--- src/rtl/battle_sequencer.sv ---
// -----------------------------------------------------------------------------
// battle_sequencer
//
// Turn sequencer for a simple battle game. It walks the phases
// IDLE -> MENU -> ATTACK -> ENEMY -> MENU ... until one side reaches zero hit
// points, then parks in WIN or LOSE until the player restarts.
//
// Handshake: every *_finished_in input is a single-cycle, valid-only pulse
// (there is no ready). It is acted on only in its own phase, and its damage
// value is sampled in the same cycle. Pulses in any other phase are dropped.
//
// Parameters
//   PLAYER_HP_INIT  player hit points after reset or restart
//   ENEMY_HP_INIT   enemy hit points after reset or restart
//   PHASE_TIMEOUT   cycles an ATTACK or ENEMY phase may last before it is
//                   ended with zero damage
//
// Ports
//   clk                 system clock, rising edge
//   rst                 synchronous active-high reset
//   start_in            level start/restart request, acted on at its rising edge
//   menu_finished_in    pulse: menu done, move to ATTACK
//   attack_finished_in  pulse: player attack done
//   attack_damage_in    damage to the enemy, valid with attack_finished_in
//   enemy_finished_in   pulse: enemy turn done
//   player_damage_in    damage to the player, valid with enemy_finished_in
//   state_out           registered phase code (also the FSM debug view)
//   player_hp_out       current player hit points
//   enemy_hp_out        current enemy hit points
//   win_out             high while in WIN
//   lose_out            high while in LOSE
// -----------------------------------------------------------------------------
module battle_sequencer #(
    parameter logic [7:0]  PLAYER_HP_INIT = 8'd20,
    parameter logic [7:0]  ENEMY_HP_INIT  = 8'd100,
    parameter logic [31:0] PHASE_TIMEOUT  = 32'd32_500_000
) (
    input  logic       clk,
    input  logic       rst,
    input  logic       start_in,
    input  logic       menu_finished_in,
    input  logic       attack_finished_in,
    input  logic [7:0] attack_damage_in,
    input  logic       enemy_finished_in,
    input  logic [7:0] player_damage_in,
    output logic [3:0] state_out,
    output logic [7:0] player_hp_out,
    output logic [7:0] enemy_hp_out,
    output logic       win_out,
    output logic       lose_out
);

    typedef enum logic [3:0] {
        ST_IDLE   = 4'b1010,
        ST_MENU   = 4'b0000,
        ST_ATTACK = 4'b0001,
        ST_ENEMY  = 4'b0010,
        ST_WIN    = 4'b1100,
        ST_LOSE   = 4'b1101
    } state_t;

    state_t      state_q, state_d;
    logic [7:0]  player_hp_q, player_hp_d;
    logic [7:0]  enemy_hp_q, enemy_hp_d;
    logic [31:0] counter_q, counter_d;
    // start_low_q: start_in was seen low on the previous cycle since reset.
    // Cleared by reset so a start_in held high through reset release is
    // not mistaken for a fresh rising edge.
    logic        start_low_q, start_low_d;
    // restart_q: IDLE was entered from WIN/LOSE, so advance to MENU
    // automatically instead of waiting for another start edge.
    logic        restart_q, restart_d;

    logic        start_edge;
    logic        timeout;
    logic [7:0]  enemy_hp_hit;
    logic [7:0]  player_hp_hit;

    assign start_edge = start_in & start_low_q;
    assign timeout    = (counter_q == (PHASE_TIMEOUT - 32'd1));

    // Saturating subtraction: never wraps below zero.
    assign enemy_hp_hit  = (enemy_hp_q  > attack_damage_in) ? (enemy_hp_q  - attack_damage_in) : 8'd0;
    assign player_hp_hit = (player_hp_q > player_damage_in) ? (player_hp_q - player_damage_in) : 8'd0;

    always_comb begin
        state_d     = state_q;
        player_hp_d = player_hp_q;
        enemy_hp_d  = enemy_hp_q;
        restart_d   = restart_q;
        start_low_d = ~start_in;

        case (state_q)
            ST_IDLE: begin
                if (restart_q || start_edge) begin
                    state_d   = ST_MENU;
                    restart_d = 1'b0;
                end
            end
            ST_MENU: begin
                if (menu_finished_in) begin
                    state_d = ST_ATTACK;
                end
            end
            ST_ATTACK: begin
                // A real finish pulse takes priority over a coincident timeout.
                if (attack_finished_in) begin
                    enemy_hp_d = enemy_hp_hit;
                    state_d    = (enemy_hp_hit == 8'd0) ? ST_WIN : ST_ENEMY;
                end else if (timeout) begin
                    state_d = ST_ENEMY;
                end
            end
            ST_ENEMY: begin
                if (enemy_finished_in) begin
                    player_hp_d = player_hp_hit;
                    state_d     = (player_hp_hit == 8'd0) ? ST_LOSE : ST_MENU;
                end else if (timeout) begin
                    state_d = ST_MENU;
                end
            end
            ST_WIN, ST_LOSE: begin
                if (start_edge) begin
                    state_d     = ST_IDLE;
                    player_hp_d = PLAYER_HP_INIT;
                    enemy_hp_d  = ENEMY_HP_INIT;
                    restart_d   = 1'b1;
                end
            end
            default: begin
                state_d = ST_IDLE;
            end
        endcase
    end

    // Phase counter runs only in ATTACK/ENEMY and restarts on every change.
    always_comb begin
        counter_d = 32'd0;
        if ((state_d == state_q) && ((state_q == ST_ATTACK) || (state_q == ST_ENEMY))) begin
            counter_d = counter_q + 32'd1;
        end
    end

    always_ff @(posedge clk) begin
        if (rst) begin
            state_q     <= ST_IDLE;
            player_hp_q <= PLAYER_HP_INIT;
            enemy_hp_q  <= ENEMY_HP_INIT;
            counter_q   <= 32'd0;
            start_low_q <= 1'b0;
            restart_q   <= 1'b0;
        end else begin
            state_q     <= state_d;
            player_hp_q <= player_hp_d;
            enemy_hp_q  <= enemy_hp_d;
            counter_q   <= counter_d;
            start_low_q <= start_low_d;
            restart_q   <= restart_d;
        end
    end

    assign state_out     = state_q;
    assign player_hp_out = player_hp_q;
    assign enemy_hp_out  = enemy_hp_q;
    assign win_out       = (state_q == ST_WIN);
    assign lose_out      = (state_q == ST_LOSE);

endmodule
--- config.mk ---
export PLATFORM = sky130hd
export DESIGN_NAME = battle_sequencer
export DESIGN_NICKNAME = d
export VERILOG_FILES = /design/src/rtl/battle_sequencer.sv
export SDC_FILE = /design/constraint.sdc
export NUM_CORES = 1
export LEC_CHECK = 0
export CAP_MARGIN = 20
export CORE_MARGIN = 2
export CORE_UTILIZATION = 61
export CTS_CLUSTER_SIZE = 10
export DETAILED_ROUTE_END_ITERATION = 8
export PLACE_DENSITY = 0.95
export SYNTH_ARGS = -nofsm -noshare
export SYNTH_HDL_FRONTEND = slang
export SYNTH_SLANG_ARGS = --single-unit
export TNS_END_PERCENT = 5
--- constraint.sdc ---
create_clock -name clk -period 9.4 [get_ports clk]
set_clock_uncertainty 0.2 [all_clocks]
set_input_delay 1.88 -clock clk [delete_from_list [all_inputs] [get_ports clk]]
set_output_delay 1.88 -clock clk [all_outputs]
set_load 0.05 [all_outputs]
# --- Word level (Yosys, flattened, before mapping) ---
# Cells that the tools add are included.
totals:
  ff_bits: 54
  in_bits: 22
  elab_cells: 60
classes:
  addsub: 3
  order_cmp: 2
  n_eq_ne: 11
  n_mux: 21
  bitwise: 3
  reduce_logical: 14
ops:
  columns: ["op", "count"]
  rows:
  - ["2-to-1 mux 8 bit", 6]
  - ["2-to-1 mux 4 bit", 9]
  - ["adder 32 x 1 -> 32 bit (second input constant)", 1]
  - ["equality test 32 x 25 -> 1 bit (second input constant)", 1]
  - ["one-hot mux 8 bit (2 select lines)", 2]
  - ["one-hot mux 4 bit (5 select lines)", 1]
  - ["> comparator 8 bit", 2]
  - ["zero test 8 bit", 2]
  - ["subtractor 8 bit", 2]
  - ["equality test 4 bit (second input constant)", 3]
  - ["AND reduction 3 bit", 3]
  - ["!= test 2 bit (second input constant)", 4]
  - ["nonzero test 2 bit", 3]
  - ["equality test 4 x 1 -> 1 bit (second input constant)", 1]
  - ["equality test 4 x 2 -> 1 bit (second input constant)", 1]
  - ["equality test 4 bit", 1]
  - ["zero test 4 bit", 1]
  - ["OR reduction 2 bit", 2]
  - ["logical OR 1 bit", 2]
  - ["2-to-1 mux 1 bit", 2]
  - ["inverter 1 bit", 2]
  - ["one-hot mux 1 bit (2 select lines)", 1]
  - ["bitwise AND 1 bit", 1]
  - ["logical AND 1 bit", 1]

# --- Longest topological paths before layout ---
# Gate-level depths: netlist (run 1).
logic_depth:
  ltp_word: 10
  mapped_depth: 11
  ltp_nobuf: 10

# --- Worst setup path before layout (run 1) ---
# Ideal clock, no wire load.
synth_timing:
  path_type: "in2reg"
  startpoint: "input attack_damage_in[0]"
  endpoint: "register counter_q[10]"
  arrival_time_ns: 4.208
  path_slack_ns: 4.867
  stages: 10
  cell_sequence: "ha_1 -> fa_1 -> nand2b_1 -> a21oi_1 -> xnor2_1 -> or3_1 -> o41a_1 -> nor2_1 -> buf_2 -> nor4_2"
synth_between:
  elab_chain_len: 10
  word_cells_on_any_way: 11
  classes_between: "add/sub (1); order compare (1); eq/ne (1); mux (4); bitwise (1); reduce/logical (3)"
synth_rtl:
  columns: ["element", "line", "source"]
  rows:
  - ["from (decl)", "43", "input logic [7:0] attack_damage_in,"]
  - ["subtractor 8 bit / > comparator 8 bit (equally long branches)", "83", "assign enemy_hp_hit = (enemy_hp_q > attack_damage_in) ? (enemy_hp_q - attack_damage_in) : 8'd0;"]
  - ["2-to-1 mux 8 bit *", "83", null]
  - ["zero test 8 bit *", "109", "state_d = (enemy_hp_hit == 8'd0) ? ST_WIN : ST_ENEMY;"]
  - ["2-to-1 mux 4 bit *", "109", null]
  - ["2-to-1 mux 4 bit *", "107", "if (attack_finished_in) begin"]
  - ["one-hot mux 4 bit (5 select lines) *", "93", "case (state_q)"]
  - ["equality test 4 bit *", "139", "if ((state_d == state_q) && ((state_q == ST_ATTACK) || (state_q == ST_ENEMY))) begin"]
  - ["logical AND 1 bit *", "139", null]
  - ["inverter 1 bit (no line) *", null, null]
  - ["OR reduction 2 bit (no line) *", null, null]
  - ["to (signal assigned)", "156", "counter_q <= counter_d;"]
  - ["to (decl)", "65", "logic [31:0] counter_q, counter_d;"]
# Mark *: on every way between the ends. The rest lies on a longest branch, timed or not.
# A chain may end at the register's enable or synchronous reset.

# --- Worst setup path in the final report (run 1) ---
layout_timing:
  startpoint: "input attack_damage_in[0]"
  endpoint: "register counter_q[1]"
# The elaborated chain is that of the path after synthesis.

==> results of run 1 <==
[cell usage after synthesis, drive strengths merged, types with 5 or more instances]
cell	number
dfxtp	54
nor4	38
nor2	37
inv	29
xor2	26
nand2	24
nand3	24
ha	17
nand4	16
xnor2	12
a21oi	11
buf	10
o21ai	9
a22oi	8
nor3	8
nand2b	6
nor4b	6
and3	5
[per-stage QoR]
step                      util [%]  instance area [sq um]  hold slack, ns  instances  power, mW
after floorplan                  -                   3570           0.266        397      0.282
after global placement        72.1                   4020           0.281        500      0.299
after detailed placement      72.1                   4020           0.282        500      0.302
after CTS                     74.3                   4140           0.317        508      0.467
after global routing          74.3                   4140           0.336        508      0.484
final                         74.3                   4140           0.323        508      0.470
[critical path, stage by stage]
cell,delay (ns)
clkdlybuf4s50_1,0.40
ha_1,0.23
fa_1,0.40
nand2b_1,0.18
a21oi_1,0.29
xnor2_1,0.12
or3_1,0.35
o41a_1,0.38
nor2_4,0.84
nor4b_1,0.14
[flip-flops by register name, indices dropped and copies added, names as in the netlist]
signal and count:
counter_q 32, enemy_hp_out 8, player_hp_out 8, state_out 4, restart_q 1, start_low_q 1
[cell type report]
class,instances,area [sq um],area share [%]
Clock buffer,6,82.6,2.00
Inverter,29,109,2.63
Clock inverter,2,38.8,0.937
Sequential cell,54,1080,26.1
Multi-Input combinational cell,301,2300,55.6
Timing Repair Buffer,44,438,10.6
Tap cell,72,90.1,2.18
[per-layer routing]
layer | share of wire [%] | GRT usage [%] | vias up
li1 | - | - | 1549
met3 | 6.0 | 4.16 | 26
met4 | 2.8 | 10.2 | 0
met5 | 0 | 0 | -
met2 | 50 | 50.6 | 155
met1 | 41 | 35.3 | 1568
[how the worst max path moves through the flow]
stage,startpoint,end,slack (ns),cells past startpoint
2_1_floorplan,attack_damage_in[0],counter_q[10],4.87,10
3_3_place_gp,attack_damage_in[0],counter_q[13],3.96,10
3_5_place_dp,attack_damage_in[0],counter_q[1],3.81,10
4_1_cts,attack_damage_in[0],counter_q[1],4.15,10
5_1_grt,attack_damage_in[0],counter_q[13],3.94,10
6_report,attack_damage_in[0],counter_q[1],4.14,10
[kinds of logic after synthesis]
family,synth area share [%]
AND/OR/NAND/NOR,34.8
XOR/XNOR,9.31
buffers and inverters,5.85
AO/OA/AOI/OAI,12.7
adder cells (fa/ha/maj),7.07
flip-flops,30.3
[where the power goes]
part | switching (mW) | internal [mW]
clock network | 0.0830 | 0.0878
logic | 0.0395 | 0.0272
registers | 0.00269 | 0.230
==> out/metrics.cfg, run 1 <==
[run_status]
status = finished clean

[floorplanning]
rows = 27
fp.dieH_um = 80.5
dieWidth_um = 80.5
fp.dieArea_sq_um = 6490
fp.coreArea_sq_um = 5570
start_util_pct = 64.1
ios = 44

[final_layout]
nets = 476
syn_to_final_growth_pct = 15.8
fillCellCount = 369
final_common_cell = dfxtp_1
layout_common_cells = dfxtp_1, clkdlybuf4s50_1, nor2_1, nor4_2, inv_1
drive_gt1_share_pct = 13.3
num_antenna_cells = 0

[worst_setup_path]
end_kind = flop
r2r_slack_ns = 5.70
startpoint_type = input pin
crit_type = in -> reg
r2r-end = counter_q[1]
worstPathArrival_ns = 5.23
reg2reg_depth = 10
cp.required_ns = 9.37
crit_fanout = 32
timing.rr.start = player_hp_out[0]

[sta]
worst-slew-pin-transition_ns = 1.15
finalMaxSlewViolations = 0
postLayoutSetupSlackWorst_ns = 4.14
period_minus_slack_ns = 5.26
hold_viol_final = 0
period_share_pct = 55.9
finalSetupTns_ns = 0
slew_headroom_pct = 22.9
setup-violations-final = 0
rsz0062_at_grt = no
fmax_mhz = 190

[worst_hold_path]
hold_path.class = reg -> reg
hold_end = counter_q[0]
hold_start = counter_q[0]
whs_path_depth = 1

[synth]
synthDistinctLibCells = 64
avgSynthCellArea_sq_um = 9.00
yosysWarnings = 0
ys_seq_area_share_pct = 30.3
synthCells = 397
synthFlopType = dfxtp_1
synth_area_sq_um = 3570
synth.area.top_cells = dfxtp_1, nor4_2, xor2_1
netlist.area_leader.share_pct = 30.3
synthArstFlopShare_pct = 0
syn_nets = 438
synth_edf_count = 0
ys_ff_latch = 54
synth.largest_area_cell = dfxtp_1

[drt]
drt_iter0_markers = 512
via_count = 3298
avgRoutedWirePerCell_um = 17.3
drc = 0
viasPerCell = 6.49
firstDrtPassIters = 5
routed_wl_mm = 8.77
ant_nets = 0

[global_routing]
grt_overflow = 0
grt_antenna_before_repair = 0
grt_pass1_vias = 3149
grt_pass1_wl_mm = 14.7
grt_max_degree = 33
track_usage_pct = 28.7

[cts]
htree_levels = 2
cts_setup_buffers = 0
cts_resized = 0
cts_tree = yes
numClockSinks = 54
clock_latency_ns = 0.32
cts_root_buf = clkbuf_8
cts_buffers = 5
clock_path_buffers = 2
ctsHoldBuffers = 0
clkSlewWorstSetupHoldPaths_ns = 0.10

[place]
port_buffers = 43
gp_congestion = 0.880
dp_hpwl_mm = 6.01
place_ws_ns = 3.81

[pwr]
power_density_nw_per_um2 = 114
ir_drop_mv = 0.0659
power_leakage_nw = 1.38

[job]
cap_violations = 0

No activity file was read; power rests on OpenSTA's default activity.
==> run 2, diff against run 1 <==
CORE_UTILIZATION = 51   (was 61)
PLACE_DENSITY = 0.86   (was 0.95)
clock period = 4.7 ns   (was 9.4 ns; I/O delays follow)
==> run 2 against run 1 <==
Net effect: global-route usage shrank 7.4 points; largest cell class unchanged; clock power is 45% higher; power grew 80%; first-iteration DRC count is 75% lower; design area increased by 0.79%; via count shrank 4.6%; clock-buffer cell count increased by 1; largest power group unchanged; worst hold slack worse by 0.0045 ns; sequential share of layout area down 0.20 points; highest routed layer unchanged; critical path type unchanged; die area increased by 19%.
==> out/metrics.cfg, run 2 (synthesis gave the netlist of run 1 again) <==
[run_status]
status = finished clean  ; unchanged

[worst_setup_path]
end_kind = flop  ; unchanged
cpMaxStageDelayCell = clkdlybuf4s50_1  ; was nor2_4
cp.required_ns = 4.72  ; was 9.37 ns
crit_type = in -> reg  ; unchanged
cpPeakStageDelay_ns = 0.42  ; was 0.84 ns
worstPathArrival_ns = 4.06  ; was 5.23 ns
path_buf_inv = 2  ; was 1
path_cells = clkdlybuf4s50_1 -> ha_1 -> fa_1 -> nand2b_1 -> a21oi_1 -> xnor2_1 -> or3_1 -> o41ai_2 -> a31oi_4 -> buf_4 -> nor4b_1  ; was clkdlybuf4s50_1 -> ha_1 -> fa_1 -> nand2b_1 -> a21oi_1 -> xnor2_1 -> or3_1 -> o41a_1 -> nor2_4 -> nor4b_1
cp_top_family = simple AND/OR/NAND/NOR gates  ; unchanged
crit_fanout = 32  ; unchanged
startpoint_type = input pin  ; unchanged

[worst_hold_path]
hold_path.class = reg -> reg  ; unchanged

[job]
cap_violations = 0  ; unchanged

[place]
dp_hpwl_mm = 5.71  ; was 6.01 mm
port_buffers = 43  ; unchanged
gp_congestion = 0.893  ; was 0.880
placed_cells = 527  ; was 500

[sta]
hold_viol_final = 0  ; unchanged
slew_headroom_pct = 32.9  ; was 22.9%
worst-slew-pin-transition_ns = 0.998  ; was 1.15 ns
finalSetupTns_ns = 0  ; unchanged
period_minus_slack_ns = 4.04
finalMaxSlewViolations = 0  ; unchanged
period_share_pct = 86.1
rsz0062_at_grt = no  ; unchanged
fmax_mhz = 247
setup-violations-final = 0  ; unchanged

[cts]
clock_path_buffers = 2  ; unchanged
numClockSinks = 54  ; unchanged
ctsHoldBuffers = 0  ; unchanged
htree_levels = 2  ; unchanged
clkSlewWorstSetupHoldPaths_ns = 0.09  ; was 0.10 ns
clock_latency_ns = 0.31  ; was 0.32 ns
cts_buffers = 5  ; unchanged
cts_resized = 0  ; unchanged
cts_tree = yes  ; unchanged
cts_root_buf = clkbuf_8  ; unchanged
cts_setup_buffers = 0  ; unchanged

[drt]
via_count = 3146  ; was 3298
met1_length_mm = 3.52  ; was 3.64 mm
firstDrtPassIters = 4  ; was 5
drt_iter0_markers = 128  ; was 512
wl_met2_mm = 3.79  ; was 4.36 mm
dr_wl_met3_um = 413  ; was 526 um
top_layer = met4  ; unchanged
avgRoutedWirePerCell_um = 14.6  ; was 17.3 um
routed_wl_mm = 7.80  ; was 8.77 mm
ant_nets = 0  ; unchanged
viasPerCell = 5.89  ; was 6.49
drc = 0  ; unchanged

[final_layout]
final_common_cell = dfxtp_1  ; unchanged
num_antenna_cells = 0  ; unchanged
stdcell_count = 534  ; was 508
multi_input_area_sq_um = 2300  ; unchanged
fillCellCount = 596  ; was 369
largest_reg_flops = 32  ; unchanged
top_register = counter_q  ; unchanged
drive_gt1_share_pct = 13.2  ; was 13.3%
layout_common_cells = dfxtp_1, clkdlybuf4s50_1, nor2_1, nor4_2, inv_1  ; unchanged
nets = 479  ; was 476
regArea_sq_um = 1080  ; unchanged
syn_to_final_growth_pct = 16.7  ; was 15.8%

[global_routing]
grt_antenna_before_repair = 0  ; unchanged
grt_pass1_vias = 3042  ; was 3149
track_usage_pct = 21.3  ; was 28.7%
grt_pass1_wl_mm = 13.5  ; was 14.7 mm
grt_max_degree = 33  ; unchanged
grt_overflow = 0  ; unchanged

[floorplanning]
ios = 44  ; unchanged
rows = 30  ; was 27
fp.dieH_um = 87.7  ; was 80.5 um
dieWidth_um = 87.7  ; was 80.5 um
start_util_pct = 52.6  ; was 64.1%
fp.coreArea_sq_um = 6790  ; was 5570 sq um
fp.dieArea_sq_um = 7690  ; was 6490 sq um

[pwr]
power_density_nw_per_um2 = 202  ; was 114 nW/um^2
power_leakage_nw = 1.38  ; about the same
ir_drop_mv = 0.200  ; was 0.0659 mV

[run 2: cell types whose count changed in the layout (fill, tap and decap cells not counted), sizes merged]
cell and delta:
buf +3, bufinv -1, clkbuf +1, inv -1
[run 2: metal layers]
metal / vias to the layer above / global-route usage (%)
met4: 0 / 5.59
met2: 85 / 36.5
met5: - / 0
met3: 10 / 5.47
li1: 1546 / -
met1: 1505 / 26.7
[run 2: per-stage QoR]
step,total power [mW],hold slack [ns],utilization (%),instance area (sq um),setup slack (ns)
2_1_floorplan,0.564,0.266,-,3570,1.11
3_3_place_gp,0.602,0.280,60.3,4100,0.469
3_5_place_dp,0.606,0.306,60.3,4100,0.365
4_1_cts,0.848,0.324,61.4,4170,0.677
5_1_grt,0.883,0.342,61.4,4170,0.507
6_report,0.845,0.319,61.4,4170,0.656
[run 2: power breakdown]
group,switching [mW],internal [mW]
Combinational,0.0745,0.0568
Clock,0.145,0.103
Sequential,0.00510,0.460
[run 2: path summary, 6_finish.rpt]
path | slack (ns) | cells after the start | from | endpoint
max | 0.66 | 11 | attack_damage_in[0] | counter_q[1]
min | 0.32 | 1 | counter_q[0] | counter_q[0]
max reg2reg | 1.31 | 11 | enemy_hp_out[0] | counter_q[1]
min reg2reg | 0.32 | 1 | counter_q[0] | counter_q[0]
[run 2: final cells by class]
class                      count  area share (%)
timing repair buffer          47            11.6
inverter                      29            2.61
clock buffer                   7            1.83
multi-input combinational    301            55.1
sequential                    54            25.9
tap                           96            2.88
==> run 3, diff against run 2 <==
CORE_UTILIZATION = 52   (was 51)
CTS_BUF_LIST = sky130_fd_sc_hd__clkbuf_4   (was default)
PLACE_DENSITY = 0.87   (was 0.86)
==> run 3 against run 2 <==
Net effect: combinational power about the same; sequential power barely moved; core utilization up 0.053 points; global-route usage grew 0.14 points; die area shrank 1.8%; fmax grew 1.9%; clock-buffer cell count shrank 1; power fell by 4.4%; non-clock buffer count unchanged; via count up 0.29%; clock power decreased by 16%; critical endpoint is now counter_q[6].
==> out/metrics.cfg, run 3 (synthesis gave the netlist of run 1 again) <==
[worst_setup_path]
startpoint_type = input pin  ; unchanged
end_kind = flop  ; unchanged
crit_type = in -> reg  ; unchanged
r2r_slack_ns = 1.29  ; was 1.31 ns
worstPathArrival_ns = 4.05  ; was 4.06 ns
cp.required_ns = 4.79  ; was 4.72 ns
crit_fanout = 32  ; unchanged

[sta]
postLayoutSetupSlackWorst_ns = 0.732  ; was 0.656 ns
slew_headroom_pct = 26.3  ; was 32.9%
hold_viol_final = 0  ; unchanged
setup-violations-final = 0  ; unchanged
worst-slew-pin-transition_ns = 1.10  ; was 0.998 ns
period_share_pct = 84.4  ; was 86.1%
period_minus_slack_ns = 3.97  ; was 4.04 ns
fmax_mhz = 252  ; was 247 MHz
finalMaxSlewViolations = 0  ; unchanged
rsz0062_at_grt = no  ; unchanged
finalSetupTns_ns = 0  ; unchanged

[cts]
numClockSinks = 54  ; unchanged
clock_path_buffers = 2  ; unchanged
cts_setup_buffers = 0  ; unchanged
ctsHoldBuffers = 0  ; unchanged
htree_levels = 2  ; unchanged
clock_latency_ns = 0.38  ; was 0.31 ns
clkSlewWorstSetupHoldPaths_ns = 0.15  ; was 0.09 ns
cts_tree = yes  ; unchanged
cts_resized = 0  ; unchanged
cts_buffers = 5  ; unchanged
cts_root_buf = clkbuf_4  ; was clkbuf_8

[final_layout]
final_common_cell = dfxtp_1  ; unchanged
fillCellCount = 546  ; was 596
largest_reg_flops = 32  ; unchanged
num_antenna_cells = 0  ; unchanged
layout_common_cells = dfxtp_1, clkdlybuf4s50_1, nor2_1, nor4_2, inv_1  ; unchanged
nets = 479  ; unchanged
top_register = counter_q  ; unchanged
multi_input_area_sq_um = 2300  ; unchanged
syn_to_final_growth_pct = 15.5  ; was 16.7%
drive_gt1_share_pct = 13.7  ; was 13.2%
fin_area_sq_um = 4130  ; was 4170 sq um
regArea_sq_um = 1080  ; unchanged

[pwr]
p_sw_mw = 0.228  ; was 0.225 mW
power_mw = 0.808  ; was 0.845 mW
switching_share_pct = 28.2  ; was 26.6%
p_seq_share_pct = 57.7  ; was 55.0%
ir_drop_mv = 0.116  ; was 0.200 mV
pwr-share-comb_pct = 16.4  ; was 15.5%
p_clk_share_pct = 25.9  ; was 29.4%
power_density_nw_per_um2 = 196  ; was 202 nW/um^2
power_leakage_nw = 1.37  ; was 1.38 nW
intPower_mw = 0.580  ; was 0.620 mW

[floorplanning]
fp.dieArea_sq_um = 7550  ; was 7690 sq um
fp.dieH_um = 86.9  ; was 87.7 um
ios = 44  ; unchanged
rows = 30  ; unchanged
dieWidth_um = 86.9  ; was 87.7 um
start_util_pct = 53.2  ; was 52.6%
fp.coreArea_sq_um = 6720  ; was 6790 sq um

[drt]
viasPerCell = 6.08  ; was 5.89
drt_iter0_markers = 258  ; was 128
firstDrtPassIters = 4  ; unchanged
avgRoutedWirePerCell_um = 15.1  ; was 14.6 um
routed_wl_mm = 7.86  ; was 7.80 mm
ant_nets = 0  ; unchanged
drc = 0  ; unchanged
via_count = 3155  ; was 3146

[run_status]
status = finished clean  ; unchanged

[global_routing]
grt_overflow = 0  ; unchanged
track_usage_pct = 21.5  ; was 21.3%
grt_pass1_vias = 2979  ; was 3042
grt_max_degree = 33  ; unchanged
grt_antenna_before_repair = 0  ; unchanged
grt_pass1_wl_mm = 13.4  ; was 13.5 mm

[worst_hold_path]
hold_path.class = reg -> reg  ; unchanged

[place]
gp_congestion = 0.891  ; was 0.893
place_ws_ns = 0.356  ; was 0.365 ns
placedInstanceArea_sq_um = 4080  ; was 4100 sq um
port_buffers = 43  ; unchanged
dp_hpwl_mm = 5.78  ; was 5.71 mm

[job]
cap_violations = 0  ; unchanged

==> run 3: changes by cell type in the layout (fill, tap and decap cells not counted) <==
cell and delta:
clkbuf_4 +6, clkinv_2 +1, clkbuf_8 -5, clkinv_1 +1, clkbuf_1 -2
==> run 3: final cells by class <==
cell class	instances	area share, %
tap	80	2.42
inverter	29	2.64
multi-input combinational	301	55.7
clock inverter	2	0.212
timing repair buffer	47	11.8
clock buffer	6	1.09
sequential	54	26.2
==> run 3: final timing paths <==
kind / start / to / cells past startpoint
max: attack_damage_in[0] / counter_q[6] / 11
min: restart_q / restart_q / 2
max reg2reg: enemy_hp_out[0] / counter_q[6] / 11
min reg2reg: restart_q / restart_q / 2
==> run 3: power groups by stage <==
stage	registers, mW	logic [mW]	clock network [mW]
after floorplan	0.482	0.0816	0
after CTS	0.466	0.131	0.213
after global placement	0.475	0.127	0
after global routing	0.467	0.144	0.229
after detailed placement	0.475	0.130	0
final	0.466	0.133	0.209
==> run 3: metal layers <==
| metal | global-route usage [%] | vias up | share of wire (%) |
|---|---|---|---|
| met5 | 0 | - | 0 |
| met4 | 7.10 | 0 | 1.3 |
| met3 | 4.08 | 13 | 4.7 |
| met2 | 36.4 | 90 | 50 |
| met1 | 27.3 | 1507 | 44 |
| li1 | - | 1545 | - |
==> run 3: worst max-delay path, cell delays in order <==
cell,delay (ns)
clkdlybuf4s50_1,0.40
ha_1,0.23
fa_1,0.41
nand2b_1,0.19
a21oi_1,0.27
xnor2_1,0.12
or3_1,0.35
o41ai_2,0.36
a31oi_4,0.12
buf_4,0.30
nor4_2,0.35
==> run 3: stage by stage <==
stage | util [%] | instances | hold slack (ns)
final | 61.5 | 519 | 0.304
after global routing | 61.5 | 519 | 0.319
after CTS | 61.5 | 519 | 0.303
after detailed placement | 60.7 | 511 | 0.284
after global placement | 60.7 | 511 | 0.282
after floorplan | - | 397 | 0.266
